<file path="config.mk">
export PLATFORM = sky130hd
export DESIGN_NAME = multicycle_control_fsm
export DESIGN_NICKNAME = d
export VERILOG_FILES = /design/src/rtl/common.sv /design/src/rtl/branch_compare.sv /design/src/rtl/multicycle_control_fsm.sv
export SDC_FILE = /design/constraint.sdc
export NUM_CORES = 1
export LEC_CHECK = 0
export ABC_CLOCK_PERIOD_IN_PS = 2500
export BUFFER_PORTS_ARGS = -buffer_cell sky130_fd_sc_hd__buf_2
export CAP_MARGIN = 10
export CORE_MARGIN = 3
export CORE_UTILIZATION = 40
export CTS_CLUSTER_DIAMETER = 200
export CTS_CLUSTER_SIZE = 20
export DETAILED_ROUTE_END_ITERATION = 16
export GPL_ROUTABILITY_DRIVEN = 0
export GPL_TIMING_DRIVEN = 0
export PLACE_DENSITY = 0.78
export REMOVE_ABC_BUFFERS = 1
export SLEW_MARGIN = 10
export SYNTH_ARGS = -nofsm -noshare
export SYNTH_HDL_FRONTEND = slang
export SYNTH_SLANG_ARGS = --single-unit
export TNS_END_PERCENT = 5
</file>
<file path="constraint.sdc">
create_clock -name clk -period 2.5 [get_ports clk]
set_clock_uncertainty 0.15 [all_clocks]
set_input_delay 0.5 -clock clk [delete_from_list [all_inputs] [get_ports clk]]
set_output_delay 0.5 -clock clk [all_outputs]
set_load 0.03 [all_outputs]
</file>
<file path="src/rtl/common.sv">
// common: shared decoder encodings and multicycle control FSM types.
//   instruction_format_type : 7-bit RISC-V major opcodes handled by the core
//   instruction_op_type     : R/I/S/B/U/J instruction class from the decoder
//   F3_*                    : branch funct3 encodings
//   mc_state_t              : multicycle sequencer states
//   trap_cause_t            : trap reason reported while in TRAP
//   PC_SEL_*                : next-PC source select for the datapath
package common;
   typedef enum logic [6:0] {
      OPC_LOAD   = 7'b0000011,
      OPC_OP_IMM = 7'b0010011,
      OPC_AUIPC  = 7'b0010111,
      OPC_STORE  = 7'b0100011,
      OPC_OP     = 7'b0110011,
      OPC_LUI    = 7'b0110111,
      OPC_BRANCH = 7'b1100011,
      OPC_JALR   = 7'b1100111,
      OPC_JAL    = 7'b1101111
   } instruction_format_type;

   typedef enum logic [2:0] {
      R_TYPE = 3'd0,
      I_TYPE = 3'd1,
      S_TYPE = 3'd2,
      B_TYPE = 3'd3,
      U_TYPE = 3'd4,
      J_TYPE = 3'd5
   } instruction_op_type;

   localparam logic [2:0] F3_BEQ  = 3'b000;
   localparam logic [2:0] F3_BNE  = 3'b001;
   localparam logic [2:0] F3_BLT  = 3'b100;
   localparam logic [2:0] F3_BGE  = 3'b101;
   localparam logic [2:0] F3_BLTU = 3'b110;
   localparam logic [2:0] F3_BGEU = 3'b111;

   typedef enum logic [2:0] {
      FETCH     = 3'd0,
      DECODE    = 3'd1,
      EXECUTE   = 3'd2,
      MEM       = 3'd3,
      WRITEBACK = 3'd4,
      TRAP      = 3'd5
   } mc_state_t;

   typedef enum logic [1:0] {
      TC_NONE         = 2'd0,
      TC_ILLEGAL      = 2'd1,
      TC_IMEM_TIMEOUT = 2'd2,
      TC_DMEM_TIMEOUT = 2'd3
   } trap_cause_t;

   localparam logic [1:0] PC_SEL_SEQ  = 2'd0;
   localparam logic [1:0] PC_SEL_BR   = 2'd1;
   localparam logic [1:0] PC_SEL_JALR = 2'd2;

   // An opcode is supported only when the decoder's class agrees with it.
   function automatic logic op_legal(input logic [6:0] op, input logic [2:0] ty);
      case (op)
         OPC_LOAD, OPC_OP_IMM, OPC_JALR: return ty == I_TYPE;
         OPC_STORE:                      return ty == S_TYPE;
         OPC_BRANCH:                     return ty == B_TYPE;
         OPC_OP:                         return ty == R_TYPE;
         OPC_LUI, OPC_AUIPC:             return ty == U_TYPE;
         OPC_JAL:                        return ty == J_TYPE;
         default:                        return 1'b0;
      endcase
   endfunction
endpackage

</file>
<file path="src/rtl/branch_compare.sv">
// branch_compare: combinational branch condition evaluation at XLEN width.
//   funct3  in  branch funct3
//   rs1/rs2 in  operands
//   taken   out branch condition holds
//   illegal out funct3 is 010/011 (no such branch)
module branch_compare
   import common::*;
#(
   parameter int XLEN = 32
) (
   input  logic [2:0]      funct3,
   input  logic [XLEN-1:0] rs1,
   input  logic [XLEN-1:0] rs2,
   output logic            taken,
   output logic            illegal
);
   always_comb begin
      taken   = 1'b0;
      illegal = 1'b0;
      case (funct3)
         F3_BEQ:  taken = rs1 == rs2;
         F3_BNE:  taken = rs1 != rs2;
         F3_BLT:  taken = $signed(rs1) < $signed(rs2);
         F3_BGE:  taken = $signed(rs1) >= $signed(rs2);
         F3_BLTU: taken = rs1 < rs2;
         F3_BGEU: taken = rs1 >= rs2;
         default: illegal = 1'b1;
      endcase
   end
endmodule

</file>
<file path="src/rtl/multicycle_control_fsm.sv">
// multicycle_control_fsm: FETCH/DECODE/EXECUTE/MEM/WRITEBACK sequencer with
// bounded memory handshakes and trap handling.
//   Inputs : opcode/optype/funct3/instr_lo from the decoder, rs1/rs2 data,
//            imem_ack/dmem_ack handshakes, trap_clear.
//   Outputs: imem_req/ir_write (fetch), dmem_req/dmem_we/dmem_size (data),
//            reg_write/mem2reg/alu_src/auipc_sel/pc_write/pc_sel/pc_inc2
//            (datapath), trap/trap_cause, state (debug).
//   Macro RVC_EN: accept compressed encodings (instr_lo != 2'b11) and
//            drive pc_inc2; without it such encodings trap as illegal.
module multicycle_control_fsm
   import common::*;
#(
   parameter int XLEN        = 32,
   parameter int MEM_TIMEOUT = 15
) (
   input  logic                   clk,
   input  logic                   rst_n,
   input  instruction_format_type opcode,
   input  instruction_op_type     optype,
   input  logic [2:0]             funct3,
   input  logic [1:0]             instr_lo,
   input  logic [XLEN-1:0]        rs1_data,
   input  logic [XLEN-1:0]        rs2_data,
   input  logic                   imem_ack,
   input  logic                   dmem_ack,
   input  logic                   trap_clear,
   output logic                   imem_req,
   output logic                   ir_write,
   output logic                   dmem_req,
   output logic                   dmem_we,
   output logic [2:0]             dmem_size,
   output logic                   reg_write,
   output logic                   mem2reg,
   output logic                   alu_src,
   output logic                   auipc_sel,
   output logic                   pc_write,
   output logic [1:0]             pc_sel,
   output logic                   pc_inc2,
   output logic                   trap,
   output logic [1:0]             trap_cause,
   output logic [2:0]             state
);
   localparam int            CW      = $clog2(MEM_TIMEOUT + 1);
   localparam logic [CW-1:0] TIMEOUT = CW'(MEM_TIMEOUT);

   mc_state_t     state_q, state_d;
   trap_cause_t   cause_q, cause_d;
   logic [CW-1:0] cnt_q, cnt_d, cnt_inc;
   logic          br_taken, br_illegal, lo_illegal, illegal;
   logic          is_branch, is_load, is_store;

   branch_compare #(.XLEN(XLEN)) u_branch_compare (
      .funct3  (funct3),
      .rs1     (rs1_data),
      .rs2     (rs2_data),
      .taken   (br_taken),
      .illegal (br_illegal)
   );

   assign is_branch = optype == B_TYPE;
   assign is_load   = opcode == OPC_LOAD;
   assign is_store  = opcode == OPC_STORE;
   assign illegal   = !op_legal(opcode, optype) || (is_branch && br_illegal) || lo_illegal;
   // Saturating so a wait can never wrap back below the timeout.
   assign cnt_inc   = (cnt_q == TIMEOUT) ? cnt_q : cnt_q + 1'b1;

   assign state      = state_q;
   assign trap       = state_q == TRAP;
   assign trap_cause = cause_q;

`ifdef RVC_EN
   logic comp_q, comp_d;
   // Instruction length is captured together with the instruction register.
   assign comp_d     = (state_q == FETCH && imem_ack) ? (instr_lo != 2'b11) : comp_q;
   assign lo_illegal = 1'b0;
   assign pc_inc2    = comp_q & pc_write;
   always_ff @(posedge clk or negedge rst_n)
      if (!rst_n) comp_q <= 1'b0;
      else        comp_q <= comp_d;
`else
   assign lo_illegal = instr_lo != 2'b11;
   assign pc_inc2    = 1'b0;
`endif

   // The counter is zero whenever a request state is entered; it only holds
   // a nonzero value across waiting FETCH/MEM cycles.
   always_comb begin
      state_d   = state_q;
      cause_d   = cause_q;
      cnt_d     = '0;
      imem_req  = 1'b0;
      ir_write  = 1'b0;
      dmem_req  = 1'b0;
      dmem_we   = 1'b0;
      dmem_size = 3'b000;
      reg_write = 1'b0;
      mem2reg   = 1'b0;
      alu_src   = 1'b0;
      auipc_sel = 1'b0;
      pc_write  = 1'b0;
      pc_sel    = PC_SEL_SEQ;
      case (state_q)
         FETCH: begin
            imem_req = 1'b1;
            if (imem_ack) begin
               ir_write = 1'b1;
               state_d  = DECODE;
            end else if (cnt_inc == TIMEOUT) begin
               state_d = TRAP;
               cause_d = TC_IMEM_TIMEOUT;
            end else
               cnt_d = cnt_inc;
         end
         DECODE: begin
            state_d = illegal ? TRAP : EXECUTE;
            cause_d = illegal ? TC_ILLEGAL : cause_q;
         end
         EXECUTE: begin
            alu_src   = optype inside {I_TYPE, S_TYPE, U_TYPE, J_TYPE};
            auipc_sel = opcode == OPC_AUIPC;
            pc_write  = is_branch;
            pc_sel    = (is_branch && br_taken) ? PC_SEL_BR : PC_SEL_SEQ;
            state_d   = is_branch ? FETCH : (is_load || is_store) ? MEM : WRITEBACK;
         end
         MEM: begin
            dmem_req  = 1'b1;
            dmem_we   = is_store;
            dmem_size = funct3;
            if (dmem_ack) begin
               pc_write = is_store;
               state_d  = is_store ? FETCH : WRITEBACK;
            end else if (cnt_inc == TIMEOUT) begin
               state_d = TRAP;
               cause_d = TC_DMEM_TIMEOUT;
            end else
               cnt_d = cnt_inc;
         end
         WRITEBACK: begin
            reg_write = 1'b1;
            mem2reg   = is_load;
            pc_write  = 1'b1;
            pc_sel    = (opcode == OPC_JALR) ? PC_SEL_JALR : (opcode == OPC_JAL) ? PC_SEL_BR : PC_SEL_SEQ;
            state_d   = FETCH;
         end
         TRAP: begin
            state_d = trap_clear ? FETCH : TRAP;
            cause_d = trap_clear ? TC_NONE : cause_q;
         end
         default: state_d = FETCH;
      endcase
   end

   always_ff @(posedge clk or negedge rst_n)
      if (!rst_n) begin
         state_q <= FETCH;
         cause_q <= TC_NONE;
         cnt_q   <= '0;
      end else begin
         state_q <= state_d;
         cause_q <= cause_d;
         cnt_q   <= cnt_d;
      end
endmodule

</file>
Word level (Yosys, flattened, before mapping)
Index checks and enable logic that the tools add are counted.
{"block": "word_totals", "regBits": 9, "inputBits": 84, "out_inout_bits": 21, "elab_cells": 98}
{"block": "classes", "add_sub_neg": 1, "order_cmp": 4, "n_eq_ne": 35, "n_mux": 40, "reduce_logical": 15}
{"operator": "32-bit greater-or-equal comparator", "n": 2}
{"operator": "32-bit less-than comparator", "n": 2}
{"operator": "32-bit equality test", "n": 1}
{"operator": "32-bit inequality test", "n": 1}
{"operator": "3-bit two-way mux", "n": 9}
{"operator": "3-bit equality test (second input constant)", "n": 8}
{"operator": "7-bit by 6-bit equality test with 1-bit output (second input constant)", "n": 3}
{"operator": "7-bit equality test (second input constant)", "n": 3}
{"operator": "4-bit two-way mux", "n": 4}
{"operator": "3-bit one-hot mux with 5 select lines", "n": 1}
{"operator": "7-bit by 5-bit equality test with 1-bit output (second input constant)", "n": 2}
{"operator": "2-bit two-way mux", "n": 7}
{"operator": "2-bit inequality test (second input constant)", "n": 7}
{"operator": "1-bit two-way mux", "n": 13}
{"operator": "3-bit by 2-bit equality test with 1-bit output (second input constant)", "n": 4}
{"operator": "1-bit one-hot mux with 6 select lines", "n": 2}
{"operator": "3-bit by 1-bit equality test with 1-bit output (second input constant)", "n": 3}
{"operator": "3-bit zero test", "n": 3}
{"operator": "4-bit equality test (second input constant)", "n": 2}
{"operator": "2-bit one-hot mux with 4 select lines", "n": 1}
{"operator": "4-bit one-hot mux with 2 select lines", "n": 1}
{"operator": "4-bit nonzero test", "n": 2}
{"operator": "7-bit by 2-bit equality test with 1-bit output (second input constant)", "n": 1}
{"operator": "7-bit AND reduction", "n": 1}
{"operator": "other kinds (9)", "n": 12}

Logic depth before layout (Yosys ltp)
Gate-level depths: netlist of the first run.
{"block": "logic_depth", "ltp_word": 8, "mapped_depth": 8, "depth_no_buf": 8}

Modules after synthesis
A second synthesis of the first run with hierarchy kept.
{"block": "hier_totals", "hier_cells": 251, "hier_area_um2": 1874.3}
{"module": "multicycle_control_fsm", "n_inst": 1, "cells_per_inst": 122, "area_each_um2": 944.7, "seq_area_each_um2": 225.2}
{"module": "branch_compare", "n_inst": 1, "cells_per_inst": 129, "area_each_um2": 929.6, "seq_area_each_um2": 0.0}

Worst setup path before layout of the first run
OpenSTA, ideal clock, no wires.
{"block": "synth_path", "path_kind": "register to output", "startpoint": "reg state_q[2], in the netlist state[2]", "endpoint": "out pc_sel[0]", "arrival_time_ns": 2.517, "t_required_ns": 1.850, "path_slack_ns": -0.667, "path_stages_with_launch": 8, "n_path_buf": 1, "cell_sequence": "dfrtp_1 -> buf_2 -> inv_2 -> nor3_1 -> nand3_1 -> o31ai_2 -> a211oi_1 -> mux2i_1"}
{"block": "synth_between", "elab_chain_cells": 2, "elab_cells_between_ends": 3, "classes_between": "eq/ne: 2; mux: 1"}
{"element": "from (decl)", "line": "multicycle_control_fsm.sv:46", "text": "mc_state_t state_q, state_d;"}
{"element": "from (signal assigned)", "line": "multicycle_control_fsm.sv:159", "text": "state_q <= state_d;"}
{"element": "3-bit equality test or 3-bit by 2-bit equality test with 1-bit output (tied branches)", "line": "multicycle_control_fsm.sv:102", "text": "case (state_q)"}
{"element": "2-bit one-hot mux with 2 select lines *", "line": "multicycle_control_fsm.sv:102"}
{"element": "to (decl)", "line": "multicycle_control_fsm.sv:37", "text": "output logic [1:0] pc_sel,"}
Mark *: on every way between the ends. The rest lies on a longest branch, timed or not.

Worst setup path after layout of the first run
{"block": "layout_path", "startpoint": "in rs2_data[29]", "endpoint": "out pc_sel[0]"}
{"block": "layout_between", "elab_chain_cells": 5, "elab_cells_between_ends": 10, "classes_between": "order compare: 4; eq/ne: 2; mux: 3; reduce/logical: 1"}
{"element": "from (decl)", "line": "multicycle_control_fsm.sv:23", "text": "input logic [XLEN-1:0] rs2_data,"}
{"element": "32-bit greater-or-equal comparator (tied with other cells)", "line": "branch_compare.sv:26", "text": "F3_BGEU: taken = rs1 >= rs2;"}
{"element": "1-bit one-hot mux with 6 select lines *", "line": "branch_compare.sv:20", "text": "case (funct3)"}
{"element": "1-bit logical AND *", "line": "multicycle_control_fsm.sv:122", "text": "pc_sel = (is_branch && br_taken) ? PC_SEL_BR : PC_SEL_SEQ;"}
{"element": "1-bit two-way mux *", "line": "multicycle_control_fsm.sv:122"}
{"element": "2-bit one-hot mux with 2 select lines *", "line": "multicycle_control_fsm.sv:102"}
Marked as above.

==> impl_results.md, run 1 <==
* Post-route ant nets at 0
* Psw at 0.000512 W
* Post-synth top flop: dfrtp_1
* Max Freq at 340 MHz
* Tmin final at 2.94 ns
* Pins over their slew limit at 0
* Via count at 2125
* Crit path DAT at 2.29 ns
* Wire per inst at 12.8 um
* Count of input and output buffers at 103
* Share of the synthesized area in the top cell type at 23.5%
* Register bit count reported by yosys at 9
* Row Count at 23
* Max Cap Viol at 0
* Synth Area per Inst at 7.21 um2
* # H-tree levels at 1
* CP max FO at 3
* Worst-margin pin slew at 0.492 ns
* Multi-input gate area at about 1500 um2
* Sequential share of power at 23.4%
* DRT iter0 DRCs at 56
* Leak at 1.38 nW
* CP max stage cell: nor4_4
* DR pass1 iterations at 4
* Share of layout cells above drive strength 1 at 39.9%
* Final hold vios at 0
* Post-Synthesis Cells at 244
* Worst Setup Slack, final at -0.440 ns
* Part of the power in combinational logic at 60.8%
* Total wire length at between 5000 and 6000 um
* Vert. Die Dim at 72.3 um
* Nets at 471
* Pwr/cell area at a little over 400 nW/um2
* Period utilisation layout at 118%
* Register area share after synthesis at 12.8%
* Critical Path Start Type: input port
* Initial antenna violation count at 0
* Die area at roughly 5200 um2
* Clock transition at the registers of the reported paths at 0.05 ns
* ANT cells at 0
* Crit-path cells: buf_2 > inv_1 > ha_1 > nand4_1 > nor4_4 > nand3_2 > o31ai_4 > a211oi_2 > mux2i_1 > buf_4
* Core region area at between 4000 and 5000 um2
* Clock root buffer: clkbuf_8
* Post-synth top cells: 35 x inv_1, 33 x ha_1, 25 x nor2_1
* Post-Syn Area at ~1800 um2
* Worst setup EP type: output pin
* CTS tree: done
* Synth async-reset ratio at between 90% and 100%
* Maximum clock path buffer count at 2
* Total GRT Usage at 18.8%
* Count leader, synth: inv_1
* I/O pin count at ~110
* Final setup vio count at 1
* CP Data Required Time at 1.85 ns
* Vias per cell at 5.27
* Pin count of the biggest net entering global routing at 12
* Fillcell total at 359
* Final core occ at ~64%
* Effective utilization at floorplan at 42.8%
* Setup tns final at -0.440 ns
* Slowest Stage Delay on Critical Path at 0.37 ns
* Largest area contributor in the netlist: ha_1
* P&R area growth vs syn at 49.6%
* Hold Slack at between 0.3 and 0.4 ns
* DR DRC count at 0
* Clk pwr share at 15.8%
* Status: complete, but fails checks
* Switching share of power at 47.5%
* Post-synth EDFFs at 0
* FF/Latch Area at 226 um2
* RSZ-0062 raised after global routing: true
* Die Span X at 72.3 um
* First-pass GRT wire length at slightly above 8000 um
* Overall Power at ~0.0011 W
* Pint at roughly 0.00057 W
* Vias in the first global route at about 2000
* CTS sink cnt at 9
* Synth Warn # at 0
* Post-synth cell types at 50
* Violated checks: setup timing
* Inserted Clock Buffers at 3
* HP Class: flip-flop to flip-flop
* WS Path Type: input port to output pin
* Clock Latency Late Sink at ~0.23 ns
* Final HPWL DP at 4170 um
* Synth area leaders: ha_1 23%, dfrtp_1 13%, inv_1 7.5%
* VDD IR-drop max at 0.000389 V
* Rel. slew slack at 66.7%
* GRT Residual Overflow at 0
## repair_timing
item | 4_1_cts | 5_1_grt
setup endpoints to repair | 1 | 3
hold endpoints to repair | 9 | 0
pin swaps | 11 | 8
gates resized for setup | 27 | 8
buffers inserted | 1 | 6
hold buffers | 1 | 0
## metal layers
metal  vias up  track usage [%]  part of all wire, %
li1       1087                -                    -
met1       944             21.7                   41
met2        87             36.2                   50
met3         7             2.63                  7.2
met4         0             3.97                 0.93
met5         -                0                    0
## area by class of cell
| cell class | instances | area share, % |
|---|---|---|
| Clock buffer | 4 | 1.71 |
| Inverter | 36 | 5.32 |
| Multi-Input combinational cell | 193 | 58.1 |
| Sequential cell | 9 | 8.60 |
| Tap cell | 50 | 2.38 |
| Timing Repair Buffer | 111 | 23.9 |
## worst max-delay path: cells and delay by family
family	cells	cell delay (ns)
AOI/OAI and AO/OA	2	0.35
adders and majority gates	1	0.29
buffers and inverters	3	0.29
muxes	1	0.14
and+or+nand+nor	3	0.72
## placed cells by master, fill, tap and decap left out, types with 6 or more instances in the layout
cell / instances
a21oi_1: 20
buf_2: 94
buf_4: 8
buf_6: 8
dfrtp_1: 8
ha_1: 23
ha_4: 10
inv_1: 28
inv_2: 6
nand2_1: 14
nand3_1: 6
nand4_1: 11
nor2_1: 24
o21ai_0: 10
## registers in the layout, summed over array words and instances, names as in the netlist
register    flops
trap_cause      2
state           3
cnt_q           4
## path summary, 6_finish.rpt
check                               from       endpoint  slack (ns)  cells after the start
setup / recovery            rs2_data[29]      pc_sel[0]       -0.44                     10
hold / removal             trap_cause[1]  trap_cause[1]        0.38                      1
setup reg to reg                cnt_q[0]       state[1]        0.25                      7
hold reg to reg            trap_cause[1]  trap_cause[1]        0.38                      1
max in group asynchronous          rst_n       state[2]        1.44                      2
min in group asynchronous          rst_n  trap_cause[0]        0.56                      2
## cell families (layout without fill, tap and decap cells)
family / Yosys count / count (layout) / share of synthesized area (%)
and+or+nand+nor: 95 / 95 / 29.3
xor gates and xnor gates: 5 / 5 / 2.49
other: 1 / 1 / 0.213
DFF: 9 / 9 / 12.8
AOI/OAI and AO/OA: 55 / 55 / 20.0
muxes: 4 / 4 / 2.27
buffers and inverters: 42 / 151 / 9.45
adders and majority gates: 33 / 33 / 23.5
## power groups by stage
stage               clock network (W)  logic, W  registers, W
floorplan                           0  0.000355      0.000293
global placement                    0  0.000599      0.000249
detailed placement                  0  0.000612      0.000250
CTS                          0.000178  0.000644      0.000249
global route                 0.000180  0.000729      0.000259
finish                       0.000170  0.000655      0.000252
## metrics by stage
step / cells / setup WS [ns] / instance area, um2
final: 403 / -0.440 / 2630
after global routing: 403 / -0.586 / 2630
after floorplan: 238 / -0.619 / 1730
after CTS: 397 / -0.438 / 2550
after detailed placement: 391 / -0.724 / 2310
after global placement: 391 / -0.693 / 2310
Power figures use the tool's default switching activity.
==> inputs of run 2 (changes only) <==
MAX_ROUTING_LAYER = met4   (was unset)
==> run 2 against run 1 <==
  * The run still ends with setup timing left
  * Total power decreased by 0.17%
  * Combinational power is essentially flat
  * Flip-flop and latch count did not move
  * Count of clock-buffer cells in the layout unchanged
  * Largest cell class unchanged
  * Highest routed layer unchanged
==> impl_results.md, run 2 (synthesis results as in run 1) <==
* CTS tree: done
* Pins over their slew limit at 0
* Wire per inst at 12.8 um
* WS Path Type: input port to output pin
* Tmin final at 2.94 ns
* Critical Path Start Type: input port
* Inserted Clock Buffers at 3
* First-pass GRT wire length at 8150 um
* Pint at between 0.0005 and 0.0006 W
* CP max FO at 3
* Share of layout cells above drive strength 1 at 39.9%
* Placed cells at approximately 390
* # H-tree levels at 1
* Vias per cell at ~5.3
* GRT Residual Overflow at 0
* Worst setup EP type: output pin
* Period utilisation layout at 118%
* Clock transition at the registers of the reported paths at 0.05 ns
* Final HPWL DP at 4170 um
* Clk pwr share at 15.8%
* Fillcell total at 359
* Top reg by flops: cnt_q
* ANT cells at 0
* I/O pin count at 105
* CTS sink cnt at 9
* Status: complete, but fails checks
* Nets at roughly 470
* Vias in the first global route at 1983
* Sequential share of power at between 20% and 30%
* Final hold vios at 0
* Leak at ~1.4 nW
* Die area at around 5200 um2
* P&R area growth vs syn at 49.6%
* DR DRC count at 0
* Part of the power in combinational logic at 60.8%
* Max Cap Viol at 0
* DR pass1 iterations at 4
* Max reg flops at 4
* R2r setup slk at 0.26 ns
* Rel. slew slack at 66.7%
* Total wire length at 5150 um
* Maximum clock path buffer count at 2
* Switching share of power at 47.4%
* Multi-input gate area at ~1500 um2
* Pin count of the biggest net entering global routing at 12
* Vert. Die Dim at 72.3 um
* DRT iter0 DRCs at 53
* Most common cell after layout, fill and taps aside: buf_2
* FF/Latch Area at between 200 and 250 um2
* Row Count at 23
* Clock root buffer: clkbuf_8
* HP Class: flip-flop to flip-flop
* Core region area at roughly 4100 um2
* Initial antenna violation count at 0
* RSZ-0062 raised after global routing: true
* Total GRT Usage at between 10% and 20%
* Final cell count without fillers at between 400 and 500
* Overall Power at 0.00107 W
* Die Span X at 72.3 um
* Pre-CTS setup slack at -0.724 ns
* Psw at between 0.0005 and 0.0006 W
* Count of input and output buffers at 103
* VDD IR-drop max at 0.000390 V
* Most frequent cells in the layout: 94 x buf_2, 28 x inv_1, 24 x nor2_1
* Worst-margin pin slew at 0.492 ns
* CP Data Required Time at 1.85 ns
* Violated checks: setup timing
* Crit path DAT at 2.29 ns
* Post-route ant nets at 0
* Clock Latency Late Sink at 0.24 ns
* Final setup vio count at 1
* Effective utilization at floorplan at 42.8%
* Pwr/cell area at 408 nW/um2
* Max Freq at approximately 340 MHz
* Via count at 2120
* Worst Setup Slack, final at -0.440 ns
## run 2: cell counts in the layout (fill, tap and decap cells not counted)
No cell type changed its count.
## run 2: power groups by stage
stage          combinational [W]  clock (W)  sequential [W]
2_1_floorplan           0.000355          0        0.000293
4_1_cts                 0.000644   0.000178        0.000249
3_3_place_gp            0.000599          0        0.000249
6_report                0.000654   0.000170        0.000251
5_1_grt                 0.000729   0.000180        0.000259
3_5_place_dp            0.000612          0        0.000250
## run 2: final cells by class
cell class	instances	area share (%)
Inverter	36	5.32
Timing Repair Buffer	111	23.9
Clock buffer	4	1.71
Sequential cell	9	8.60
Multi-Input combinational cell	193	58.1
Tap cell	50	2.38
## run 2: through the flow
step	hold WS [ns]	instance area (um2)	util, %	TNS [ns]
finish	0.378	2630	64.0	-0.440
global route	0.396	2630	64.0	-0.586
CTS	0.380	2550	61.9	-0.438
detailed placement	0.213	2310	56.1	-0.724
global placement	0.212	2310	56.1	-0.693
floorplan	0.0544	1730	-	-1.59
## run 2: layer usage
| metal | up-vias | routed length, um | global-route usage, % |
|---|---|---|---|
| met5 | - | 0 | - |
| met4 | 0 | 54 | 3.97 |
| met3 | 7 | 378 | 2.63 |
| met2 | 84 | 2590 | 36.2 |
| met1 | 943 | 2120 | 21.8 |
| li1 | 1086 | - | - |
## run 2: critical path, cell delays in order
cell and delay, ns:
buf_2 0.07, inv_1 0.03, ha_1 0.29, nand4_1 0.17
nor4_4 0.37, nand3_2 0.18, o31ai_4 0.29, a211oi_2 0.06
mux2i_1 0.14, buf_4 0.19
## run 2: timing repair
action	CTS	global route
endpoints found under the setup margin	1	3
hold buffers	1	0
resized for setup	27	8
pin swaps	11	8
buffers inserted	1	6
endpoints found under the hold margin	9	0
## run 2: worst paths after layout
check                               from       endpoint  cells past startpoint
max in group asynchronous          rst_n       state[2]                      2
min                        trap_cause[1]  trap_cause[1]                      1
max reg2reg                     cnt_q[0]       state[1]                      7
min reg2reg                trap_cause[1]  trap_cause[1]                      1
min in group asynchronous          rst_n  trap_cause[0]                      2
max                         rs2_data[29]      pc_sel[0]                     10
